File: config.mk
export PLATFORM = sky130hd
export DESIGN_NAME = receptor_serial_abcd
export DESIGN_NICKNAME = d
export VERILOG_FILES = /design/src/rtl/receptor_serial_abcd.sv
export SDC_FILE = /design/constraint.sdc
export NUM_CORES = 1
export LEC_CHECK = 0
export ABC_AREA = 1
export CORE_MARGIN = 8
export CORE_UTILIZATION = 58
export CTS_CLUSTER_SIZE = 24
export DETAILED_ROUTE_END_ITERATION = 10
export PLACE_DENSITY_LB_ADDON = 0.12
export SYNTH_ARGS = -nofsm -noshare
export SYNTH_HDL_FRONTEND = slang
export SYNTH_SLANG_ARGS = --single-unit
File: constraint.sdc
create_clock -name clk -period 2 [get_ports clk]
set_input_delay 0.2 -clock clk [delete_from_list [all_inputs] [get_ports clk]]
set_output_delay 0.2 -clock clk [all_outputs]
set_load 0.05 [all_outputs]
File: src/rtl/receptor_serial_abcd.sv
// Serial receiver for the A,B,C,D -> Z link: rebuilds the four-bit word from the
// single-wire frame (start, A, B, C, D, optional even parity, stop) and flags faults.
module receptor_serial_abcd #(
  parameter int CLKS_PER_BIT = 4,
  parameter bit PARITY_EN    = 1'b1
) (
  input  logic clk,
  input  logic rst,
  input  logic Z,
  output logic A,
  output logic B,
  output logic C,
  output logic D,
  output logic valid,
  output logic parity_err,
  output logic frame_err,
  output logic busy
);

  localparam logic [7:0] CPB  = 8'(CLKS_PER_BIT);
  localparam logic [7:0] HALF = 8'(CLKS_PER_BIT / 2);

  typedef enum logic [2:0] {
    IDLE, START, DATA, PARITY, STOP, DONE, BREAK
  } state_t;

  state_t      state;
  logic        z_meta, z_s, z_prev;
  logic [1:0]  fill;
  logic        line_ok;
  logic [7:0]  cnt;
  logic [1:0]  idx;
  logic [3:0]  sh;
  logic        p_bad;
  logic        tick;
  logic        start_edge;

  function automatic logic parity_bad(input logic [3:0] word, input logic pbit);
    return ^{word, pbit};
  endfunction

  assign tick = (cnt == 8'd1);
  // Edges only count once the synchroniser holds real line samples and the line
  // has been seen high, so a line held low through reset never starts a frame.
  assign start_edge = line_ok & z_prev & ~z_s;

  always_ff @(posedge clk or negedge rst) begin
    if (!rst) begin
      z_meta     <= 1'b1;
      z_s        <= 1'b1;
      z_prev     <= 1'b1;
      fill       <= 2'b00;
      line_ok    <= 1'b0;
      state      <= IDLE;
      cnt        <= 8'd0;
      idx        <= 2'd0;
      sh         <= 4'd0;
      p_bad      <= 1'b0;
      A          <= 1'b0;
      B          <= 1'b0;
      C          <= 1'b0;
      D          <= 1'b0;
      valid      <= 1'b0;
      parity_err <= 1'b0;
      frame_err  <= 1'b0;
      busy       <= 1'b0;
    end else begin
      z_meta     <= Z;
      z_s        <= z_meta;
      z_prev     <= z_s;
      fill       <= {fill[0], 1'b1};
      if (fill[1] && z_s) line_ok <= 1'b1;
      valid      <= 1'b0;
      parity_err <= 1'b0;
      frame_err  <= 1'b0;

      case (state)
        IDLE: begin
          if (start_edge) begin
            cnt   <= HALF;
            state <= START;
            busy  <= 1'b1;
          end
        end
        START: begin
          if (!tick) begin
            cnt <= cnt - 8'd1;
          end else if (z_s) begin
            state <= IDLE;
            busy  <= 1'b0;
          end else begin
            cnt   <= CPB;
            idx   <= 2'd0;
            state <= DATA;
          end
        end
        DATA: begin
          if (!tick) begin
            cnt <= cnt - 8'd1;
          end else begin
            sh  <= {sh[2:0], z_s};
            cnt <= CPB;
            idx <= idx + 2'd1;
            if (idx == 2'd3) state <= PARITY_EN ? PARITY : STOP;
          end
        end
        PARITY: begin
          if (!tick) begin
            cnt <= cnt - 8'd1;
          end else begin
            p_bad <= parity_bad(sh, z_s);
            cnt   <= CPB;
            state <= STOP;
          end
        end
        STOP: begin
          if (!tick) begin
            cnt <= cnt - 8'd1;
          end else begin
            valid      <= 1'b1;
            frame_err  <= ~z_s;
            parity_err <= PARITY_EN & p_bad;
            if (z_s && !(PARITY_EN && p_bad)) {A, B, C, D} <= sh;
            state      <= DONE;
          end
        end
        DONE: begin
          // With two clocks per bit the next start bit lands exactly on this
          // cycle; a genuine edge (stop sampled high) is taken like in IDLE.
          if (start_edge) begin
            cnt   <= HALF;
            state <= START;
          end else if (z_s) begin
            state <= IDLE;
            busy  <= 1'b0;
          end else begin
            state <= BREAK;
          end
        end
        BREAK: begin
          if (z_s) begin
            state <= IDLE;
            busy  <= 1'b0;
          end
        end
        default: begin
          state <= IDLE;
          busy  <= 1'b0;
        end
      endcase
    end
  end

endmodule

=== Word level (Yosys, flattened, before mapping) ===
Index checks and enable logic that the tools add are counted.

* Bits in registers: 32
* Bits of input ports: 3
* Output and inout bits: 8

* Add/subtract/negate cells: 2
* Reduce and logical (&&, ||, !) cells: 17
* Eq/ne operators: 20
* Bitwise gates (word level): 4
* Muxes and demuxes: 32

{| class="wikitable"
|+ Operators with widths
! operator !! number
|-
| 2-to-1 mux 8 bit || 5
|-
| one-hot mux 8 bit (4 select lines) || 1
|-
| 2-to-1 mux 3 bit || 9
|-
| one-hot mux 3 bit (7 select lines) || 1
|-
| != test 2 bit (second input constant) || 10
|-
| AND reduction 4 bit || 3
|-
| 2-to-1 mux 1 bit || 10
|-
| equality test 3 bit (second input constant) || 3
|-
| equality test 8 x 1 -> 1 bit (second input constant) || 1
|-
| 2-to-1 mux 2 bit || 4
|-
| subtractor 8 x 1 -> 8 bit (second input constant) || 1
|-
| AND reduction 7 bit || 1
|-
| equality test 3 x 2 -> 1 bit (second input constant) || 2
|-
| one-hot mux 1 bit (5 select lines) || 1
|-
| parity 5 bit || 1
|-
| one-hot mux 2 bit (2 select lines) || 1
|-
| AND reduction 2 bit || 2
|-
| nonzero test 4 bit || 1
|-
| OR reduction 2 bit || 2
|-
| equality test 3 x 1 -> 1 bit (second input constant) || 1
|-
| logical NOT 3 bit || 1
|-
| != test 3 bit (second input constant) || 1
|-
| AND reduction 3 bit || 1
|-
| OR reduction 3 bit || 1
|-
| 8 further kinds || 11
|}

=== Longest topological paths before layout ===
Gate-level depths: netlist of run 1.

* Word-level depth: 4
* Gate-level depth with buffers: 10
* Mapped depth without buffers: 10

=== Least setup slack after synthesis of run 1 ===
Ideal clock, no wire load.

* Path kind: register to register
* From: reg cnt[1]
* To: reg cnt[0]
* Required time: 1,880 ps
* Buffers on the path: 1
* Data arrival time: 1,368 ps
* Library setup time: 120 ps
* Path slack: 511 ps
* Period minus slack after synthesis: 1,489 ps
* Stages on the path, launching flop included: 11
* Cell sequence: dfrtp_1 inv_1 ha_1 nand3_1 nor2_4 nand2_2 nand2_1 nor2_2 buf_6 nand2_1 o21ai_2

* Word-level cells in the longest chain between the ends: 3
* Elaborated cells on any way between the ends: 7
* Classes of those cells: eq/ne: 3; mux: 3; reduce/logical: 1

{| class="wikitable"
|+ Ends and longest elaborated chain
! element !! RTL line !! source
|-
| start: declaration || 31 || <nowiki>logic [7:0] cnt;</nowiki>
|-
| start signal: assignment || 87 || <nowiki>cnt <= cnt - 8'd1;</nowiki>
|-
| start signal: assignment || 99 || <nowiki>cnt <= cnt - 8'd1;</nowiki>
|-
| start signal: assignment || 109 || <nowiki>cnt <= cnt - 8'd1;</nowiki>
|-
| equality test 8 x 1 -> 1 bit * || 42 || <nowiki>assign tick = (cnt == 8'd1);</nowiki>
|-
| != test 3 bit (no line) (tied with other cells) || n/a ||
|-
| AND reduction 4 bit (no line) / one-hot mux 8 bit (4 select lines) (equally long branches) || n/a ||
|}

Every way passes the cells marked *; elsewhere a longest branch is shown, timed or not.
A chain may end at the register's enable or synchronous reset.

=== Final worst setup path of run 1 ===
* From: reg C
* To: out C

{| class="wikitable"
|+ RTL lines
! element !! RTL line !! source
|-
| start: declaration || 12 || <nowiki>output logic C,</nowiki>
|-
| start signal: assignment || 123 || <nowiki>if (z_s && !(PARITY_EN && p_bad)) {A, B, C, D} <= sh;</nowiki>
|}

No word-level cell between the ends.

==> results of run 1 <==
## metrics by stage
step | util [%] | setup slack [ns] | instances
after floorplan | - | 0.5112 | 215
after global placement | 65.72 | 0.2209 | 254
after detailed placement | 65.72 | 0.1608 | 254
after CTS | 68.74 | 0.1376 | 262
after global routing | 68.92 | 0.1238 | 262
final | 68.92 | 0.2686 | 262
## cell families (layout without fill, tap and decap cells)
kind of cell	after synthesis	after routing	synth area share (%)
DFF	32	32	47.00
other	1	1	0.2191
xor gates and xnor gates	5	5	2.558
adders and majority gates	3	3	2.193
buffers and inverters	27	43	7.017
and+or+nand+nor	122	122	32.46
AOI/OAI and AO/OA	25	25	8.553
## sequential cells by signal, summed over array words and instances, names as in the netlist, 2 cells and up
name   flops
idx        2
state      3
fill       2
sh         4
cnt        8
## area by class of cell
cell class              count  area [µm²]  area share (%)
clock buffers               5       37.54           1.958
clock inverters             3       46.29           2.415
inverters                  24       90.09           4.700
multi-input cells         156       792.0           41.32
flip-flops and latches     32       804.5           41.97
well taps                  31       38.79           2.023
repair buffers             11       107.6           5.614
## per-layer routing
| metal | up-vias | wire (µm) | GRT usage [%] |
|---|---|---|---|
| met1 | 634 | 1559 | 18.58 |
| met3 | 7 | 140 | 4.944 |
| met5 | - | 0 | 0 |
| li1 | 708 | - | - |
| met4 | 0 | 60 | 6.027 |
| met2 | 29 | 1687 | 23.84 |
## cells in the mapped netlist (all sizes together)
cell type	number
and3	1
ha	3
a21oi	2
clkinv	1
dfstp	3
conb	1
xnor2	1
inv	23
nand4	5
nand2	75
a21o	1
nor2	22
dfrtp	29
nand3	15
buf	3
nor3	2
o21ai	22
xor2	4
nand3b	1
or2	1
## worst max path at each step
stage | startpoint | to | slack (ns) | cells past startpoint
after floorplan | cnt[1] | cnt[0] | 0.51 | 10
after global placement | cnt[0] | cnt[4] | 0.22 | 9
after detailed placement | cnt[1] | cnt[6] | 0.16 | 10
after CTS | cnt[1] | cnt[6] | 0.14 | 10
after global routing | cnt[1] | cnt[6] | 0.12 | 10
final | C | C | 0.27 | 1
## where the power goes
part           internal [µW]  switching, µW  total [µW]  leakage, µW
Combinational            402            805        1210     0.000513
Clock                    267            243         510    0.0000418
Sequential               783            147         930     0.000412
Total                   1450           1200        2650     0.000967
==> metrics.txt, run 1 <==
Yosys top cell by area dfrtp_1; CP bufs+invs 1; Syn. warnings 0; # IOs 11; status completed; fmax 577.6 MHz; vias 1378; VDD IR max 0.001243 V; CP Cell Sequence clkdlybuf4s50_1; Max-cap violations 0; Final Slew Violations 0; Slew HR 65.67%; DIE AREA 0.004946 mm²; CP startpoint kind flip-flop; DRT antenna net count 0; # diodes 0; wire length per cell 13.16 µm; top post-synthesis cells by area dfrtp_1, nand2_1, dfstp_2; CP peak stage delay 0.82 ns; Cell Area, Placed 0.001828 mm²; vias per std cell 5.260; R2R setup slack 0.28 ns; commonest non-fill, non-tap cell in the layout nand2_1; commonest non-fill, non-tap cells in the layout nand2_1, dfrtp_1, inv_1; setup_tns 0 ns; CTS buffer count 5; Final Cell Area 0.001917 mm²; RSZ-0062 raised after global routing no; Port-buffer cells 10; # rows 19; synthesized flop and latch total 32; Power Dens Cells 1381 mW/mm²; sequential fraction of the synthesis area 47.00%; WS Path Type reg -> out; Detailed Route WL 3447 µm; area grow syn2layout 11.99%; Cell variety after synth 29; Mean Syn Cell Area 7.961 µm²; # fillers 211; Max Fanout on Critical Path 2; DRT iter0 DRCs 141; DRC Markers 0; drt first pass iters 4; total grt overflow 0; Period minus WS final 1.731 ns; clock sink total 32; Setup Skew 0.01160 ns; Synth top area share 42.40%; Crit path required time 1.80 ns; Worst R2R Path Depth 10; Starting Density 61.54%; Layout Nets 236; hold buffers post-CTS 0; Max Root-Sink Buffers 2; core area 0.002781 mm²; critical path's top delay family buffers and inverters; Setup Viol. Count Final 0; fraction of layout cells with a size suffix above 1 15.58%; syn nets 221; Detailed Place HPWL 2585 µm; CTS H-tree lvls 2; CTS tree done; die width 70.33 µm; initial antenna violation count 0; Root Buffer clkbuf_4; Worst-Margin Slew 0.5134 ns; Total Routing Usage GR 15.15%; fin crit share 86.57%; reg-to-reg startpoint cnt[1]; final hold vios 0; Power Total 2647 µW; Gate Count Post-Synth 215; Clock transition at path regs 0.11 ns; largest net degree at the start of global routing 33; Hold Path Class in -> async; slowest CP cell clkdlybuf4s50_1; Mapped Area 0.001712 mm²; Die Ht 70.33 µm; critical path data arrival time 1.53 ns; vias in the first global route 1332; Setup Fix Bufs, Post-CTS 0; clock latency at the later pin of the worst-skew pair 0.34 ns; global-route wire length before repair 6134 µm; worst r2r dst cnt[6]; post-cts resize count 0; Leakage 0.0009671 µW; RePlAce Congestion 0.9151; worst hold slack 0.2439 ns; nature of the critical path endpoint output port
Note: power is estimated with default switching activity, not from simulation.
==> run 2, diff against run 1 <==
--- a/config.mk
+++ b/config.mk
@@ -7,7 +7,7 @@
 export LEC_CHECK = 0
 export ABC_AREA = 1
 export CORE_MARGIN = 8
-export CORE_UTILIZATION = 58
+export CORE_UTILIZATION = 52
 export CTS_CLUSTER_SIZE = 24
 export DETAILED_ROUTE_END_ITERATION = 10
 export PLACE_DENSITY_LB_ADDON = 0.12
==> constraint.sdc (replaced) <==
create_clock -name clk -period 1.55 [get_ports clk]
set_input_delay 0.155 -clock clk [delete_from_list [all_inputs] [get_ports clk]]
set_output_delay 0.155 -clock clk [all_outputs]
set_load 0.05 [all_outputs]
==> run 2 against run 1 <==
Compared with the run above:
- cell count grew 14%
- core utilization shrank 1.5 points
- clock power grew 22%
- final area grew 15%
- critical path type is now reg -> reg
- clock skew grew 0.0013 ns
- non-clock buffer count grew 22
==> metrics.txt, run 2 (synthesized netlist as in run 1, its figures left out) <==
# diodes 0; Layout Nets 258; RePlAce Congestion 0.8592; vias in the first global route 1451; Starting Density 52.53%; WL met2 1899 µm; global-route wire length before repair 6196 µm; CTS buffer count 5; fmax 668.4 MHz; status completed; largest net degree at the start of global routing 33; Leakage 0.001094 µW; wire length per cell 12.67 µm; slowest CP cell dfrtp_1; Top Layer Used met4; Detailed Route WL 3787 µm; # rows 21; fraction of layout cells with a size suffix above 1 36.76%; vias per std cell 4.973; DRT iter0 DRCs 60; CTS H-tree lvls 2; Crit path required time 1.78 ns; Setup Viol. Count Final 0; Clock transition at path regs 0.11 ns; VDD IR max 0.001327 V; Power Dens Cells 1808 mW/mm²; # IOs 11; nature of the critical path endpoint flip-flop; Power Total 3970 µW; RSZ-0062 raised after global routing yes; met1 wire length 1607 µm; CTS tree done; area grow syn2layout 28.29%; Max-cap violations 0; Period minus WS final 1.496 ns; CP peak stage delay 0.42 ns; Total Routing Usage GR 14.75%; met3 wire len 236 µm; Die Ht 73.37 µm; initial antenna violation count 0; fin crit share 96.52%; Final Slew Violations 0; Root Buffer clkbuf_4; max FFs per register 8; DIE AREA 0.005383 mm²; hold buffers post-CTS 0; total grt overflow 0; Final Non-Filler Cells 299; Port-buffer cells 10; Largest regs cnt x8, sh x4, state x3; vias 1487; DRC Markers 0; Hold Path Class in -> async; CP startpoint kind flip-flop; drt first pass iters 4; most frequent CP cell nand2_2; Detailed Place HPWL 2648 µm; commonest non-fill, non-tap cells in the layout nand2_1, buf_4, dfrtp_1; clock sink total 32; die width 73.37 µm; R2R setup slack 0.05 ns; Max Root-Sink Buffers 2; DRT antenna net count 0; Max Fanout on Critical Path 7; WS Path Type reg -> reg; Biggest register cnt; final hold vios 0; critical path data arrival time 1.73 ns; core area 0.003258 mm²; placed cell count 283; CP Cell Sequence inv_2, ha_4, nand3_4, nor2_4, nand2_2, nand2_2, nor2_4, buf_6, nand2_2, nand2_1; Setup Skew 0.01289 ns; commonest non-fill, non-tap cell in the layout nand2_1; clock latency at the later pin of the worst-skew pair 0.34 ns
run 2: final cells by class:
cell class / count / area, µm²
sequential: 32 / 810.8
inverter: 24 / 92.59
timing repair buffer: 33 / 267.8
clock inverter: 2 / 35.03
multi-input combinational: 156 / 890.9
fill: 286 / 1062
tap: 46 / 57.56
clock buffer: 6 / 41.29
run 2: report_power, final:
group          internal (µW)  switching, µW
clock                    338            285
sequential              1020            211
combinational            870           1250
run 2: repair_timing:
item / 4_1_cts / 5_1_grt
endpoints found under the setup margin: 11 / 20
buffers inserted: 1 / 7
pin swaps: 1 / 18
hold endpoints to repair: 0 / 0
resized for setup: 3 / 41
run 2: worst max-delay path, delay by kind of cell (launching register included):
family	cells	cell delay, ns
flip-flops	1	0.42
AND/OR/NAND/NOR	7	0.61
adder cells (fa/ha/maj)	1	0.14
buffers and inverters	2	0.22
run 2: metal layers:
layer / up-vias / track usage (%)
li1: 756 / -
met1: 689 / 16.01
met2: 36 / 25.62
met3: 6 / 4.911
met4: 0 / 5.987
met5: - / 0
run 2: worst paths after layout:
path,startpoint,endpoint,cells past startpoint
worst max-delay path,cnt[1],cnt[7],10
worst min-delay path,rst,p_bad,2
worst max register to register,cnt[1],cnt[7],10
worst min register to register,fill[0],fill[1],0
max in group asynchronous,rst,z_meta,2
min in group clk,Z,z_meta,1
run 2: per-stage QoR:
step,instance area (µm²),setup WS [ns],hold WS (ns),utilization [%],TNS [ns]
2_1_floorplan,1712,0.06119,-0.1406,-,0
3_5_place_dp,1932,-0.1414,0.3356,59.29,-0.7800
5_1_grt,2196,-0.07890,0.2243,67.40,-0.5001
4_1_cts,2026,0.005592,0.2037,62.17,0
3_3_place_gp,1932,-0.02004,0.3320,59.29,-0.1074
6_report,2196,0.05393,0.2123,67.40,0
